**config.mk**
```make
export PLATFORM = sky130hd
export DESIGN_NAME = column_feed_ctrl_flat
export DESIGN_NICKNAME = d
export VERILOG_FILES = /design/src/rtl/column_feed_if.sv /design/src/rtl/column_feed_ctrl.sv /design/src/flat_wrapper.sv
export SDC_FILE = /design/constraint.sdc
export NUM_CORES = 1
export LEC_CHECK = 0
export CAP_MARGIN = 10
export CORE_MARGIN = 4
export CORE_UTILIZATION = 30
export DETAILED_ROUTE_END_ITERATION = 16
export HOLD_SLACK_MARGIN = 0.12
export SLEW_MARGIN = 10
export SYNTH_ARGS = -nofsm -noshare
export SYNTH_HDL_FRONTEND = slang
export SYNTH_SLANG_ARGS = --single-unit
```
**constraint.sdc**
```tcl
create_clock -name clk -period 1.9 [get_ports clk]
set_input_delay 0.19 -clock clk [delete_from_list [all_inputs] [get_ports clk]]
set_output_delay 0.19 -clock clk [all_outputs]
set_load 0.005 [all_outputs]
```
**src/rtl/column_feed_if.sv**
```systemverilog
// Stream and bank-side signals of column_feed_ctrl, grouped so that the
// sequencer, its upstream source and its bank can be wired as one bundle.
interface column_feed_if #(
  parameter int DATA_WIDTH = 8
);
  // Upstream stream: a word moves on every cycle where in_valid && in_ready
  // are both high at the rising edge. The source holds in_data stable while
  // in_valid is high and not yet accepted. in_ready never depends
  // combinationally on in_valid.
  logic                  in_valid;
  logic [DATA_WIDTH-1:0] in_data;
  logic                  in_ready;
  logic                  dn_stall;
  logic                  wr_req_p;
  logic [DATA_WIDTH-1:0] wr_data_p;
  logic                  rd_en;
  logic                  rd_req_p;
  logic                  out_valid;

  modport slave (
    input  in_valid, in_data, dn_stall,
    output in_ready, wr_req_p, wr_data_p, rd_en, rd_req_p, out_valid
  );

  modport master (
    output in_valid, in_data, dn_stall,
    input  in_ready, wr_req_p, wr_data_p, rd_en, rd_req_p, out_valid
  );
endinterface

```
**src/rtl/column_feed_ctrl.sv**
```systemverilog
// Fill/drain sequencer for one column_parallel bank: writes a column from a
// valid/ready stream, then reads it back contiguously (mode 0) or in KERNEL
// groups separated by one idle cycle (mode 1). Optional stall counter is
// built when COLUMN_FEED_STALL_CNT_EN is defined.
module column_feed_ctrl #(
  parameter int DATA_WIDTH = 8,
  parameter int COL_DEPTH  = 16,
  parameter int KERNEL     = 3,
  parameter int CNT_WIDTH  = 6
) (
  input  logic        clk,
  input  logic        reset,
  input  logic        mode,
  input  logic        start,
  column_feed_if.slave bus,
  output logic        busy,
  output logic        done,
  output logic [15:0] stall_cnt,
  output logic [1:0]  state_dbg
);

  typedef enum logic [1:0] {
    S_IDLE = 2'd0,
    S_FILL = 2'd1,
    S_READ = 2'd2,
    S_GAP  = 2'd3
  } state_t;

  localparam logic [CNT_WIDTH-1:0] DEPTH_C = CNT_WIDTH'(COL_DEPTH);
  localparam logic [CNT_WIDTH-1:0] LAST_C  = CNT_WIDTH'(COL_DEPTH - 1);
  localparam logic [CNT_WIDTH-1:0] KLAST_C = CNT_WIDTH'(KERNEL - 1);

  state_t               state;
  logic                 mode_q;
  logic [CNT_WIDTH-1:0] wr_cnt;
  logic [CNT_WIDTH-1:0] rd_cnt;
  logic [CNT_WIDTH-1:0] grp_cnt;
  logic                 last_q;
  logic                 hs;
  logic                 issue;

  assign hs        = bus.in_valid && bus.in_ready;
  assign issue     = (state == S_READ) && !bus.dn_stall && (rd_cnt < DEPTH_C);
  assign state_dbg = state;

  always_ff @(posedge clk or negedge reset) begin
    if (!reset) begin
      state         <= S_IDLE;
      mode_q        <= 1'b0;
      wr_cnt        <= '0;
      rd_cnt        <= '0;
      grp_cnt       <= '0;
      last_q        <= 1'b0;
      bus.in_ready  <= 1'b0;
      bus.wr_req_p  <= 1'b0;
      bus.wr_data_p <= '0;
      bus.rd_en     <= 1'b0;
      bus.rd_req_p  <= 1'b0;
      bus.out_valid <= 1'b0;
      busy          <= 1'b0;
      done          <= 1'b0;
    end else begin
      bus.wr_req_p  <= 1'b0;
      bus.rd_req_p  <= 1'b0;
      bus.rd_en     <= 1'b0;
      // The bank flags read data one cycle after the request; done rides
      // on the same delay so it lines up with the final out_valid.
      bus.out_valid <= bus.rd_req_p;
      done          <= last_q;
      last_q        <= 1'b0;
      case (state)
        S_IDLE: begin
          if (start) begin
            state        <= S_FILL;
            mode_q       <= mode;
            wr_cnt       <= '0;
            rd_cnt       <= '0;
            grp_cnt      <= '0;
            bus.in_ready <= 1'b1;
            busy         <= 1'b1;
          end
        end
        S_FILL: begin
          if (hs) begin
            bus.wr_req_p  <= 1'b1;
            bus.wr_data_p <= bus.in_data[DATA_WIDTH-1:0];
            wr_cnt        <= wr_cnt + 1'b1;
            if (wr_cnt == LAST_C) begin
              state        <= S_READ;
              bus.in_ready <= 1'b0;
            end
          end
        end
        S_READ: begin
          if (issue) begin
            bus.rd_req_p <= 1'b1;
            bus.rd_en    <= 1'b1;
            rd_cnt       <= rd_cnt + 1'b1;
            if (rd_cnt == LAST_C) begin
              // No gap after the final read, even on a full group.
              state  <= S_IDLE;
              busy   <= 1'b0;
              last_q <= 1'b1;
            end else if (mode_q) begin
              if (grp_cnt == KLAST_C) begin
                state   <= S_GAP;
                grp_cnt <= '0;
              end else begin
                grp_cnt <= grp_cnt + 1'b1;
              end
            end
          end
        end
        S_GAP: begin
          state <= S_READ;
        end
        default: begin
          state <= S_IDLE;
        end
      endcase
    end
  end

`ifdef COLUMN_FEED_STALL_CNT_EN
  logic [15:0] stall_q;

  always_ff @(posedge clk or negedge reset) begin
    if (!reset) begin
      stall_q <= '0;
    end else if ((state == S_IDLE) && start) begin
      stall_q <= '0;
    end else if ((state == S_READ) && bus.dn_stall && (rd_cnt < DEPTH_C) &&
                 (stall_q != 16'hFFFF)) begin
      stall_q <= stall_q + 16'd1;
    end
  end

  assign stall_cnt = stall_q;
`else
  assign stall_cnt = '0;
`endif

endmodule

```
**src/flat_wrapper.sv**
```systemverilog
// flat-port wrapper written by rule: the top's interface ports become plain ports
module column_feed_ctrl_flat 
#(
  parameter int DATA_WIDTH = 8,
  parameter int COL_DEPTH  = 16,
  parameter int KERNEL     = 3,
  parameter int CNT_WIDTH  = 6
)
  (clk, reset, mode, start, busy, done, stall_cnt, state_dbg, bus_in_valid, bus_in_data, bus_dn_stall, bus_in_ready, bus_wr_req_p, bus_wr_data_p, bus_rd_en, bus_rd_req_p, bus_out_valid);
  column_feed_if #(.DATA_WIDTH(DATA_WIDTH)) bus_i ();
  input  logic clk;
  input  logic reset;
  input  logic mode;
  input  logic start;
  output logic busy;
  output logic done;
  output logic [15:0] stall_cnt;
  output logic [1:0] state_dbg;
  input wire logic [$bits(bus_i.in_valid)-1:0] bus_in_valid;
  input wire logic [$bits(bus_i.in_data)-1:0] bus_in_data;
  input wire logic [$bits(bus_i.dn_stall)-1:0] bus_dn_stall;
  output wire logic [$bits(bus_i.in_ready)-1:0] bus_in_ready;
  output wire logic [$bits(bus_i.wr_req_p)-1:0] bus_wr_req_p;
  output wire logic [$bits(bus_i.wr_data_p)-1:0] bus_wr_data_p;
  output wire logic [$bits(bus_i.rd_en)-1:0] bus_rd_en;
  output wire logic [$bits(bus_i.rd_req_p)-1:0] bus_rd_req_p;
  output wire logic [$bits(bus_i.out_valid)-1:0] bus_out_valid;
  assign bus_i.in_valid = bus_in_valid;
  assign bus_i.in_data = bus_in_data;
  assign bus_i.dn_stall = bus_dn_stall;
  assign bus_in_ready = bus_i.in_ready;
  assign bus_wr_req_p = bus_i.wr_req_p;
  assign bus_wr_data_p = bus_i.wr_data_p;
  assign bus_rd_en = bus_i.rd_en;
  assign bus_rd_req_p = bus_i.rd_req_p;
  assign bus_out_valid = bus_i.out_valid;
  column_feed_ctrl #(.DATA_WIDTH(DATA_WIDTH), .COL_DEPTH(COL_DEPTH), .KERNEL(KERNEL), .CNT_WIDTH(CNT_WIDTH)) u_core (.clk(clk), .reset(reset), .mode(mode), .start(start), .bus(bus_i), .busy(busy), .done(done), .stall_cnt(stall_cnt), .state_dbg(state_dbg));
endmodule
```
==> impl_metrics.py, run 1 <==
metrics = {
    "cts": {
        "root_buffer": "sky130_fd_sc_hd__clkbuf_8",
        "clock_sink_count": 36,
        "cts.path.max_buffers": 2,
        "numCtsBuffers": 5,
        "worst_setup_hold_path_clk_slew_ns": 0.08,
        "postCtsSetupRepairBufs": 0,
        "htree_num_levels": 2,
        "worst_skew_pair_later_pin_latency_ns": 0.28,
        "cts_tree": "done",
    },
    "floorplan": {
        "io-pin-count": 47,
        "die_h_um": 83.3,
        "floorplan.core_area_um2": 5510,
        "initial_core_util_pct": 30.9,
        "dieWidth_um": 83.3,
        "placementRows": 27,
        "fp.dieArea_um2": 6950,
    },
    "power": {
        "peakVddDrop_v": 0.000592,
        "static-leakage-power_nw": 1.06,
        "power_density_nw_per_um2": 1320,
    },
    "drt": {
        "wl_per_cell_um": 11.6,
        "first_iteration_detailed_routing_drc_count": 30,
        "dr_total_vias": 1251,
        "route.detailed.vias_per_inst": 4.37,
        "drt-pass1-iter-count": 4,
        "postRouteAntennaNets": 0,
        "drt_wl_total_um": 3310,
        "drc": 0,
    },
    "finish": {
        "drive_gt1_share_pct": 10.7,
        "area.growth.synth_to_final_pct": 28.4,
        "final_area_um2": 2190,
        "diodes": 0,
        "final_cell_mix": "sky130_fd_sc_hd__nand2_1 (37), sky130_fd_sc_hd__dfrtp_1 (36), sky130_fd_sc_hd__clkdlybuf4s50_1 (29)",
        "finalNetCount": 231,
        "layout_commonest_cell": "sky130_fd_sc_hd__nand2_1",
    },
    "worst_hold_path": {
        "worst_hold_path_class": "register to register",
        "min_delay_worst_endpoint": "u_core.done$_DFF_PN0_",
        "hold_path.startpoint": "u_core.last_q$_DFF_PN0_",
        "hold_depth": 0,
    },
    "worst_setup_path": {
        "critical_path.max_fanout": 5,
        "worstPathRequired_ns": 2.08,
        "r2r_startpoint": "u_core.grp_cnt[0]$_DFFE_PN0P_",
        "setup.reg_to_reg.worst_slack_ns": 0.21,
        "worst-setup-path-type": "register to register",
        "critical_path_arrival_ns": 1.88,
        "critical_path.startpoint_type": "register",
        "critical_path.endpoint_type": "register",
        "timing.rr.end": "u_core.grp_cnt[2]$_DFFE_PN0P_",
        "worst_r2r_path_cells": 6,
    },
    "yosys": {
        "synth_enable_flop_cells": 0,
        "synth_cell_types": 38,
        "syn_area_per_cell_um2": 9.84,
        "yosys_register_bits": 36,
        "synthTopCellsByArea": "sky130_fd_sc_hd__dfrtp_1 (53%), sky130_fd_sc_hd__nand2_1 (8.2%), sky130_fd_sc_hd__buf_4 (7.5%)",
        "synthesis.area_um2": 1700,
        "yosys_warnings": 0,
        "synthFlopType": "sky130_fd_sc_hd__dfrtp_1",
        "post-synth-top-area-fraction_pct": 52.9,
        "yosysSeqAreaShare_pct": 52.9,
        "post_synth_inst_count": 173,
        "asyncSetResetFlopFracSynth_pct": 100,
        "synthDominantAreaCellType": "sky130_fd_sc_hd__dfrtp_1",
    },
    "global_route": {
        "grt_pass1_wl_um": 5660,
        "grt_max_degree": 21,
        "groute.usage.overall_pct": 10.2,
        "antenna_found_initial": 0,
        "overflow": 0,
        "grt_pass1_vias": 1173,
    },
    "place": {
        "port_buffers": 30,
        "detailed_place.area_um2": 2060,
        "hpwl_um": 2470,
        "place_congestion": 0.821,
    },
    "job": {
        "count_of_maximum_capacitance_violations": 0,
    },
    "timing": {
        "post-route-min-period_ns": 1.69,
        "final_clock_period_utilization_by_the_worst_path_pct": 89.1,
        "drv_slew": 0,
        "unrepaired_setup_endpoints_after_global_routing": "no",
        "report.final.hold_viol_count": 0,
        "setup_viol": 0,
        "setup-tns-final_ns": 0,
        "timing.fmax_mhz": 591,
        "worst_clock_skew_ns": 0.00454,
    },
    "outcome": {
        "status": "complete, no violations",
    },
}
[registers in the layout (all words and copies together), names as in the netlist, 2 cells and up]
register              count
u_core.bus.wr_data_p      8
u_core.grp_cnt            6
u_core.rd_cnt             6
u_core.wr_cnt             6
u_core.state_dbg          2
[stage by stage]
| stage | hold WS [ns] | setup WS [ns] | utilization (%) | std cells | power [mW] |
|---|---|---|---|---|---|
| 3_5_place_dp | 0.182 | 0.116 | 37.4 | 277 | 2.23 |
| 4_1_cts | 0.358 | 0.108 | 39.6 | 286 | 2.92 |
| 3_3_place_gp | 0.181 | 0.140 | 37.4 | 277 | 2.21 |
| 5_1_grt | 0.358 | 0.0684 | 39.7 | 286 | 3.10 |
| 6_report | 0.357 | 0.207 | 39.7 | 286 | 2.87 |
| 2_1_floorplan | -0.106 | 0.267 | - | 188 | 1.77 |
[worst max-delay path, stage by stage, from the launching register on]
cell and delay [ns]:
sky130_fd_sc_hd__dfrtp_1 0.42, sky130_fd_sc_hd__inv_1 0.07, sky130_fd_sc_hd__ha_1 0.13, sky130_fd_sc_hd__or4b_1 0.47, sky130_fd_sc_hd__o21ai_2 0.23, sky130_fd_sc_hd__o21bai_1 0.09, sky130_fd_sc_hd__a21o_1 0.17
[cells by family (layout without fill, tap and decap cells)]
group,count (synthesis),in the layout,synth area share (%)
other,1,16,0.220
AND/OR/NAND/NOR,79,79,23.1
XOR/XNOR,4,4,2.06
adder cells (fa/ha/maj),4,4,2.94
flip-flops,36,36,52.9
buffers and inverters,28,54,10.4
AO/OA/AOI/OAI,21,21,8.30
[area by class of cell]
cell class,count,area (µm²)
inverter,5,18.8
sequential,36,901
clock buffer,5,68.8
clock inverter,3,42.5
fill,558,3320
timing repair buffer,41,380
multi-input combinational,124,684
tap,72,90.1
[timing repair]
| item | 4_1_cts | 5_1_grt |
|---|---|---|
| hold endpoints to repair | 18 | 0 |
| hold buffers | 1 | 0 |
| setup endpoints to repair | 0 | 3 |
| gates resized for setup | 0 | 1 |
[power breakdown]
group	switching (mW)	internal [mW]
logic	0.463	0.553
registers	0.187	1.00
clock network	0.279	0.388
[cell usage after synthesis, drive strengths merged (2+ instances only)]
library cell / number
nand4: 2
nor3: 5
nor2: 5
nand4b: 2
buf: 19
dfrtp: 36
xor2: 3
a21oi: 3
or4: 2
clkbuf: 4
nand3: 15
nor2b: 2
ha: 4
or3: 3
o31ai: 2
o21ai: 8
nand2: 37
inv: 5
a21o: 2
[how the worst max path moves through the flow]
stage          depth (start not counted)                     startpoint                             to  slack, ns
2_1_floorplan                          6  u_core.grp_cnt[0]$_DFFE_PN0P_  u_core.grp_cnt[2]$_DFFE_PN0P_       0.27
3_3_place_gp                           5                          start  u_core.grp_cnt[4]$_DFFE_PN0P_       0.14
3_5_place_dp                           5                   bus_dn_stall  u_core.grp_cnt[5]$_DFFE_PN0P_       0.12
4_1_cts                                6  u_core.grp_cnt[0]$_DFFE_PN0P_  u_core.grp_cnt[2]$_DFFE_PN0P_       0.11
5_1_grt                                6  u_core.grp_cnt[0]$_DFFE_PN0P_  u_core.grp_cnt[2]$_DFFE_PN0P_       0.07
6_report                               6  u_core.grp_cnt[0]$_DFFE_PN0P_  u_core.grp_cnt[2]$_DFFE_PN0P_       0.21
[layer usage]
| metal | global-route usage (%) | share of wire [%] |
|---|---|---|
| met5 | 0 | 0 |
| met4 | 4.90 | 1.2 |
| met3 | 3.57 | 6.1 |
| met2 | 14.4 | 44 |
| met1 | 13.9 | 49 |
(Power assumes the default switching activity.)
==> inputs of run 2 (changes only) <==
Settings changed: CELL_PAD_IN_SITES_DETAIL_PLACEMENT set to 0, CELL_PAD_IN_SITES_GLOBAL_PLACEMENT set to 1, CORE_ASPECT_RATIO set to 0.6, PLACE_DENSITY_LB_ADDON set to 0.1.
Clock period 1.9 ns to 1.6 ns, I/O delays scaled along.
==> impl_metrics.py, run 2 (synthesis gave the netlist of run 1 again) <==
metrics = {
    "cts": {
        "htree_num_levels": 2,
        "worst_skew_pair_later_pin_latency_ns": 0.29,
        "cts_tree": "done",
        "root_buffer": "sky130_fd_sc_hd__clkbuf_8",
        "worst_setup_hold_path_clk_slew_ns": 0.08,
        "cts.path.max_buffers": 2,
        "clock_sink_count": 36,
        "numCtsBuffers": 5,
    },
    "worst_hold_path": {
        "worst_hold_path_class": "primary input to async pin",
    },
    "timing": {
        "worst_clock_skew_ns": 0.0109,
        "final_setup_slack_of_the_worst_path_ns": -0.00840,
        "final_clock_period_utilization_by_the_worst_path_pct": 101,
        "report.final.hold_viol_count": 0,
        "unrepaired_setup_endpoints_after_global_routing": "yes",
        "setup_viol": 2,
        "drv_slew": 0,
        "timing.fmax_mhz": 622,
        "post-route-min-period_ns": 1.61,
    },
    "drt": {
        "dr_total_vias": 1344,
        "first_iteration_detailed_routing_drc_count": 29,
        "maxUsedRoutingLayer": "met4",
        "wl_per_cell_um": 12.6,
        "met2WireLength_um": 1640,
        "wl_met1_um": 1940,
        "route.met3.wl_um": 198,
        "postRouteAntennaNets": 0,
        "drt_wl_total_um": 3840,
        "route.detailed.vias_per_inst": 4.41,
        "drc": 0,
        "drt-pass1-iter-count": 4,
    },
    "power": {
        "static-leakage-power_nw": 1.14,
        "peakVddDrop_v": 0.000570,
        "power_density_nw_per_um2": 1650,
        "design_power_total_mw": 3.92,
    },
    "worst_setup_path": {
        "timing.rr.end": "u_core.grp_cnt[2]$_DFFE_PN0P_",
        "timing.critical_path.slowest_cell_delay_ns": 0.48,
        "setup.reg_to_reg.worst_slack_ns": -0.008,
        "critical_path.max_fanout": 5,
        "critical_path.startpoint_type": "register",
        "r2r_startpoint": "u_core.grp_cnt[0]$_DFFE_PN0P_",
        "crit_slowest_cell": "sky130_fd_sc_hd__or4b_4",
        "critical_path_arrival_ns": 1.80,
        "worst_r2r_path_cells": 6,
        "critical_path.endpoint_type": "register",
        "worstPathRequired_ns": 1.79,
        "path_cells": "inv_1, ha_1, or4b_4, o21ai_4, o21bai_1, a21o_1",
        "worst-setup-path-type": "register to register",
    },
    "floorplan": {
        "fp.dieArea_um2": 6990,
        "die_h_um": 66.4,
        "dieWidth_um": 105,
        "io-pin-count": 47,
        "floorplan.core_area_um2": 5280,
        "initial_core_util_pct": 32.3,
        "placementRows": 20,
    },
    "finish": {
        "diodes": 0,
        "drive_gt1_share_pct": 19.3,
        "final_core_util_pct": 45.0,
        "final_cells": 305,
        "final_cell_mix": "sky130_fd_sc_hd__nand2_1 (37), sky130_fd_sc_hd__dfrtp_1 (36), sky130_fd_sc_hd__clkdlybuf4s50_1 (30)",
        "area.growth.synth_to_final_pct": 39.7,
        "final_area_um2": 2380,
        "layout_commonest_cell": "sky130_fd_sc_hd__nand2_1",
        "finalNetCount": 245,
        "regMostFlops": "u_core.bus.wr_data_p",
        "largest_reg_flops": 8,
    },
    "place": {
        "placedCellCount": 290,
        "dpl_worst_slack_ns": -0.106,
        "detailed_place.area_um2": 2160,
        "port_buffers": 30,
        "hpwl_um": 2810,
        "place_congestion": 0.739,
    },
    "global_route": {
        "antenna_found_initial": 0,
        "groute.usage.overall_pct": 11.7,
        "grt_pass1_wl_um": 6300,
        "overflow": 0,
        "grt_max_degree": 37,
        "grt_pass1_vias": 1292,
    },
    "outcome": {
        "status": "complete, but fails checks",
        "failed_checks": "negative setup slack",
    },
    "job": {
        "count_of_maximum_capacitance_violations": 0,
    },
}
==> run 2: per-layer routing <==
metal,vias up,global-route usage (%)
li1,665,-
met1,642,15.4
met2,31,17.8
met3,6,3.61
met4,0,4.91
met5,-,0
==> run 2: how the worst max path moves through the flow <==
| stage | startpoint | endpoint | depth (start not counted) |
|---|---|---|---|
| floorplan | u_core.grp_cnt[0]$_DFFE_PN0P_ | u_core.grp_cnt[2]$_DFFE_PN0P_ | 6 |
| global placement | start | u_core.grp_cnt[4]$_DFFE_PN0P_ | 5 |
| detailed placement | u_core.grp_cnt[0]$_DFFE_PN0P_ | u_core.grp_cnt[2]$_DFFE_PN0P_ | 6 |
| CTS | u_core.grp_cnt[0]$_DFFE_PN0P_ | u_core.grp_cnt[2]$_DFFE_PN0P_ | 6 |
| global route | u_core.grp_cnt[0]$_DFFE_PN0P_ | u_core.grp_cnt[2]$_DFFE_PN0P_ | 6 |
| finish | u_core.grp_cnt[0]$_DFFE_PN0P_ | u_core.grp_cnt[2]$_DFFE_PN0P_ | 6 |
==> run 2: critical path, delay by kind of cell (launching register included) <==
kind | cells | cell delay (ns)
adder cells (fa/ha/maj) | 1 | 0.14
buffers and inverters | 1 | 0.05
AO/OA/AOI/OAI | 3 | 0.45
flip-flops | 1 | 0.38
AND/OR/NAND/NOR | 1 | 0.48
==> run 2: power by group <==
part / leakage (nW) / switching, mW / total [mW] / internal, mW
clock network: 0.0541 / 0.344 / 0.805 / 0.461
registers: 0.462 / 0.202 / 1.39 / 1.19
logic: 0.627 / 0.724 / 1.72 / 1.00
total: 1.14 / 1.27 / 3.92 / 2.65
==> run 2: repair_timing <==
| action | CTS | global route |
|---|---|---|
| pin swaps | 1 | 8 |
| setup endpoints to repair | 5 | 8 |
| hold buffers | 0 | 0 |
| setup buffers | 1 | 6 |
| resized for setup | 4 | 5 |
| hold endpoints to repair | 0 | 0 |
==> run 2: cell type report <==
type / count / area [µm²]
clock buffers: 5 / 68.8
clock inverters: 3 / 42.5
fillers: 507 / 2900
inverters: 5 / 18.8
multi-input cells: 124 / 738
flip-flops and latches: 36 / 901
well taps: 77 / 96.3
repair buffers: 55 / 513
==> run 2: per-stage QoR <==
stage / hold WS, ns / setup TNS (ns)
after floorplan: -0.136 / -0.0332
after global placement: 0.336 / -0.292
after detailed placement: 0.346 / -0.387
after CTS: 0.293 / -0.0252
after global routing: 0.326 / -0.133
final: 0.275 / -0.0120
==> inputs of run 3 (changes only) <==
Settings changed: CORE_UTILIZATION 30 to 36.
==> impl_metrics.py, run 3 (synthesis gave the netlist of run 1 again) <==
metrics = {
    "cts": {
        "htree_num_levels": 2,
        "clock_sink_count": 36,
        "worst_setup_hold_path_clk_slew_ns": 0.08,
        "numCtsBuffers": 5,
        "cts.path.max_buffers": 2,
        "worst_skew_pair_later_pin_latency_ns": 0.28,
        "cts_tree": "done",
        "hold_buffers": 0,
        "root_buffer": "sky130_fd_sc_hd__clkbuf_8",
    },
    "global_route": {
        "grt_pass1_vias": 1192,
        "grt_max_degree": 37,
        "antenna_found_initial": 0,
        "overflow": 0,
        "grt_pass1_wl_um": 5720,
        "groute.usage.overall_pct": 12.2,
    },
    "worst_setup_path": {
        "timing.rr.end": "u_core.grp_cnt[2]$_DFFE_PN0P_",
        "critical_path.startpoint_type": "register",
        "worstPathRequired_ns": 1.78,
        "worst-setup-path-type": "register to register",
        "critical_path.endpoint_type": "register",
        "worst_r2r_path_cells": 6,
        "critical_path.max_fanout": 5,
        "critical_path_arrival_ns": 1.78,
        "r2r_startpoint": "u_core.grp_cnt[0]$_DFFE_PN0P_",
        "setup.reg_to_reg.worst_slack_ns": -0.005,
    },
    "drt": {
        "dr_total_vias": 1329,
        "postRouteAntennaNets": 0,
        "wl_per_cell_um": 12.8,
        "drt-pass1-iter-count": 4,
        "first_iteration_detailed_routing_drc_count": 45,
        "drt_wl_total_um": 3650,
        "route.detailed.vias_per_inst": 4.66,
        "drc": 0,
    },
    "finish": {
        "diodes": 0,
        "largest_reg_flops": 8,
        "regMostFlops": "u_core.bus.wr_data_p",
        "sequential_cell_area_um2": 902,
        "layout_commonest_cell": "sky130_fd_sc_hd__nand2_1",
        "drive_gt1_share_pct": 17.6,
        "num-fill-cells": 431,
        "finalNetCount": 239,
        "area.growth.synth_to_final_pct": 37.0,
        "multi_input_area_um2": 751,
        "final_cells": 285,
        "final_cell_mix": "sky130_fd_sc_hd__nand2_1 (37), sky130_fd_sc_hd__dfrtp_1 (35), sky130_fd_sc_hd__clkdlybuf4s50_1 (30)",
    },
    "place": {
        "dpl_worst_slack_ns": -0.0956,
        "hpwl_um": 2670,
        "place_congestion": 0.718,
        "placedCellCount": 276,
        "port_buffers": 30,
    },
    "timing": {
        "timing.fmax_mhz": 623,
        "final_setup_slack_of_the_worst_path_ns": -0.00474,
        "drv_slew": 0,
        "post-route-min-period_ns": 1.60,
        "unrepaired_setup_endpoints_after_global_routing": "yes",
        "final_clock_period_utilization_by_the_worst_path_pct": 100,
        "setup_viol": 1,
        "report.final.hold_viol_count": 0,
        "worst_clock_skew_ns": 0.00773,
    },
    "floorplan": {
        "initial_core_util_pct": 37.3,
        "die_h_um": 61.3,
        "io-pin-count": 47,
        "fp.dieArea_um2": 5930,
        "floorplan.core_area_um2": 4560,
        "placementRows": 19,
        "dieWidth_um": 96.8,
    },
    "power": {
        "static-leakage-power_nw": 1.13,
        "share_seq_of_total_power_pct": 36.9,
        "comb_power_share_pct": 40.6,
        "net-switching-power_mw": 1.23,
        "power_density_nw_per_um2": 1650,
        "power.share.clock_pct": 22.5,
        "power.switching_fraction_pct": 32.1,
        "p_int_mw": 2.61,
        "design_power_total_mw": 3.85,
        "peakVddDrop_v": 0.000637,
    },
    "outcome": {
        "status": "complete, but fails checks",
        "failed_checks": "negative setup slack",
    },
    "job": {
        "count_of_maximum_capacitance_violations": 0,
    },
    "worst_hold_path": {
        "worst_hold_path_class": "primary input to async pin",
    },
}
[run 3: power groups by stage]
stage	clock, mW	combinational, mW	sequential, mW
final	0.865	1.56	1.42
after global routing	0.933	1.71	1.46
after CTS	0.892	1.48	1.39
after detailed placement	0	1.46	1.41
after global placement	0	1.43	1.39
after floorplan	0	0.725	1.42
[run 3: area by class of cell]
type / count / share of cell area, %
Multi-Input combinational cell: 124 / 32.2
Clock buffer: 7 / 4.13
Sequential cell: 36 / 38.7
Clock inverter: 1 / 1.29
Inverter: 5 / 0.805
Tap cell: 63 / 3.38
Timing Repair Buffer: 49 / 19.5
[run 3: metal layers]
layer	up-vias	global-route usage, %	share of wire, %
li1	650	-	-
met1	634	17.4	49
met2	45	18.3	45
met3	0	4.75	6.5
met4	0	1.80	0
met5	-	0	0
[run 3: per-stage QoR]
| step | hold WS [ns] | TNS, ns | util, % | cell area, µm² |
|---|---|---|---|---|
| floorplan | -0.136 | -0.0332 | - | 1780 |
| global placement | 0.336 | -0.154 | 47.0 | 2140 |
| detailed placement | 0.336 | -0.283 | 47.0 | 2140 |
| CTS | 0.315 | -0.0271 | 49.9 | 2280 |
| global route | 0.345 | -0.120 | 51.1 | 2330 |
| finish | 0.296 | -0.00474 | 51.1 | 2330 |
[run 3: timing repair]
item	4_1_cts	5_1_grt
buffers inserted	0	1
pin swaps	0	5
setup endpoints to repair	4	5
gates resized for setup	2	10
[run 3: critical path, stage by stage, from the launching register on]
cell and delay [ns]:
sky130_fd_sc_hd__dfrtp_1 0.38, sky130_fd_sc_hd__inv_1 0.06, sky130_fd_sc_hd__ha_1 0.12, sky130_fd_sc_hd__or4b_4 0.48, sky130_fd_sc_hd__o21ai_4 0.21, sky130_fd_sc_hd__o21bai_1 0.10
sky130_fd_sc_hd__a21o_1 0.15
[run 3: worst max path at each step]
stage	start	to	slack [ns]	depth (start not counted)
global placement	start	u_core.grp_cnt[4]$_DFFE_PN0P_	-0.05	5
floorplan	u_core.grp_cnt[0]$_DFFE_PN0P_	u_core.grp_cnt[2]$_DFFE_PN0P_	-0.03	6
global route	u_core.grp_cnt[0]$_DFFE_PN0P_	u_core.grp_cnt[2]$_DFFE_PN0P_	-0.07	6
CTS	u_core.grp_cnt[0]$_DFFE_PN0P_	u_core.grp_cnt[2]$_DFFE_PN0P_	-0.03	6
finish	u_core.grp_cnt[0]$_DFFE_PN0P_	u_core.grp_cnt[2]$_DFFE_PN0P_	-0.005	6
detailed placement	u_core.grp_cnt[0]$_DFFE_PN0P_	u_core.grp_cnt[2]$_DFFE_PN0P_	-0.1	6
==> patch, RTL diff (config.mk and constraints of run 2) <==
`CNT_WIDTH` is set to 6 in 2 places; all go to 4.
--- a/src/rtl/column_feed_ctrl.sv
+++ b/src/rtl/column_feed_ctrl.sv
@@ -7,5 +7,5 @@
   parameter int COL_DEPTH  = 16,
   parameter int KERNEL     = 3,
-  parameter int CNT_WIDTH  = 6
+  parameter int CNT_WIDTH  = 4
 ) (
   input  logic        clk,
--- a/src/flat_wrapper.sv
+++ b/src/flat_wrapper.sv
@@ -5,5 +5,5 @@
   parameter int COL_DEPTH  = 16,
   parameter int KERNEL     = 3,
-  parameter int CNT_WIDTH  = 6
+  parameter int CNT_WIDTH  = 4
 )
   (clk, reset, mode, start, busy, done, stall_cnt, state_dbg, bus_in_valid, bus_in_data, bus_dn_stall, bus_in_ready, bus_wr_req_p, bus_wr_data_p, bus_rd_en, bus_rd_req_p, bus_out_valid);
Formal check against the unedited RTL: same outputs for any inputs over 10 cycles, from zero or initial values and one cycle with reset low; that may be too few to reach the edited logic, so the function may still have changed.
==> patch against run 2 <==
  * Count of clock-buffer cells in the layout down 1
  * First-iteration DRC count is 41% higher
  * Routed wire length down 56%
  * Final cell count is 51% lower
  * Power down 53%
  * Sequential power fell by 44%
  * Fmax grew 16%
  * Area after synthesis down 50%
  * Setup slack improved by 220 ps
  * Critical path depth fell by 5
  * Final area shrank 54%
  * Sequential cell count is 19 lower
  * Sequential share of layout area rose by 0.63 points
  * Critical endpoint is now state_dbg[0]
==> patch: results (changes against run 2) <==
metric,value,unit,change
multiInputGateArea,327.8,um2,-56%
async_flop_share,100.0,%,unchanged
ys_seq_area_share,49.64,%,-3.3 points
n_fill_cell,250,,-51%
nets,132,,-46%
pre_cts_ws,149.7,ps,+255.9 ps
cts.root.buffer_cell,clkbuf_8,,
cts_buffers,3,,-2
track_usage,8.868,%,-2.8 points
cpPeakStageDelay,540,ps,+60 ps
clock_cell_area_share,4.077,%,-0.60 points
drt_iter0_markers,41,,+41%
buf_share,23.78,%,+2.2 points
reg2reg_to,u_core.wr_cnt[3],,
timing.final.crit_share,86.51,%,-14 points
status,finished clean,,
crit_fanout,5,,unchanged
wl,1.679,mm,-56%
skew,1.695,ps,-9.238 ps
clock_latency,240,ps,-50 ps
clk_pin_slew,60,ps,-20 ps
crit_path_end,state_dbg[0],,
port_buffers,24,,-20%
nClkBuffers,4,,-1
ys_top_cells_by_count,"nand2_1 (30), buf_4 (20), dfrtp_1 (17)",,
ys_ff_latch,17,,-53%
nNonClkInverters,1,,-4
n_antenna_cell,0,,unchanged
critPathTopFamily,buffers and inverters,,
postCtsSetupBuffers,0,,-1
synthTopCellsByArea,"dfrtp_1 (50%), buf_4 (18%), nand2_1 (13%)",,
hpwlAfterDp,1.307,mm,-53%
ctsResizeCount,0,,-4
drive_above_1_share,10.34,%,-9.0 points
r2r_start,u_core.state_dbg[0],,
drtPass1Iterations,4,,unchanged
gp_congestion,0.6522,,-12%
worst_path_max_delay_cell,clkdlybuf4s50_1,,
largest_reg_flops,8,,unchanged
grt_max_degree,18,,-51%
nMultiInputCombCells,67,,-46%
leakage,0.5524,nW,-52%
worst_ep_arrival_time,1220,ps,-580 ps
r2r_cells,3,,-3
ir_worst_vdd,0.6725,mV,+18%
clockBufferDepth,2,,unchanged
vias,589,,-56%
grt_pass1_vias,580,,-55%
htreeDepth,1,,-1
yosys_warnings,0,,unchanged
hp-class,input port to async pin,,
synth_cell_types,20,,-47%
r2r_setup_slack,340,ps,+350 ps
buffers,27,,-51%
regArea,425.4,um2,-53%
grt_pass1_wl,2.711,mm,-57%
## patch: through the flow
step	hold WS [ps]	cell area, um2	instances
2_1_floorplan	-135.6	928.4	108
3_3_place_gp	449.4	1060	144
3_5_place_dp	455.9	1060	144
4_1_cts	239.7	1105	148
5_1_grt	269.3	1105	148
6_report	236.7	1105	148
## patch: cells by family after synthesis
family	after synthesis	share of synthesized area, %
buffers and inverters	24	20.44
AND/OR/NAND/NOR	42	24.09
AO/OA/AOI/OAI	2	1.605
multiplexers	2	2.336
adder cells (fa/ha/maj)	1	1.460
flip-flops	17	49.64
other	1	0.4375
## patch: report_power, final
part / internal [mW] / switching (mW) / total (mW)
Combinational: 0.450 / 0.333 / 0.783
Clock: 0.176 / 0.127 / 0.303
Sequential: 0.625 / 0.149 / 0.774
Total: 1.25 / 0.609 / 1.86
## patch: metal layers
layer  GRT usage, %  wire length, um  up-vias
met5              0                0        -
met4              0                0        0
met3          4.797              183        0
met2          14.02              699       31
met1          11.43              796      264
li1               -                -      294
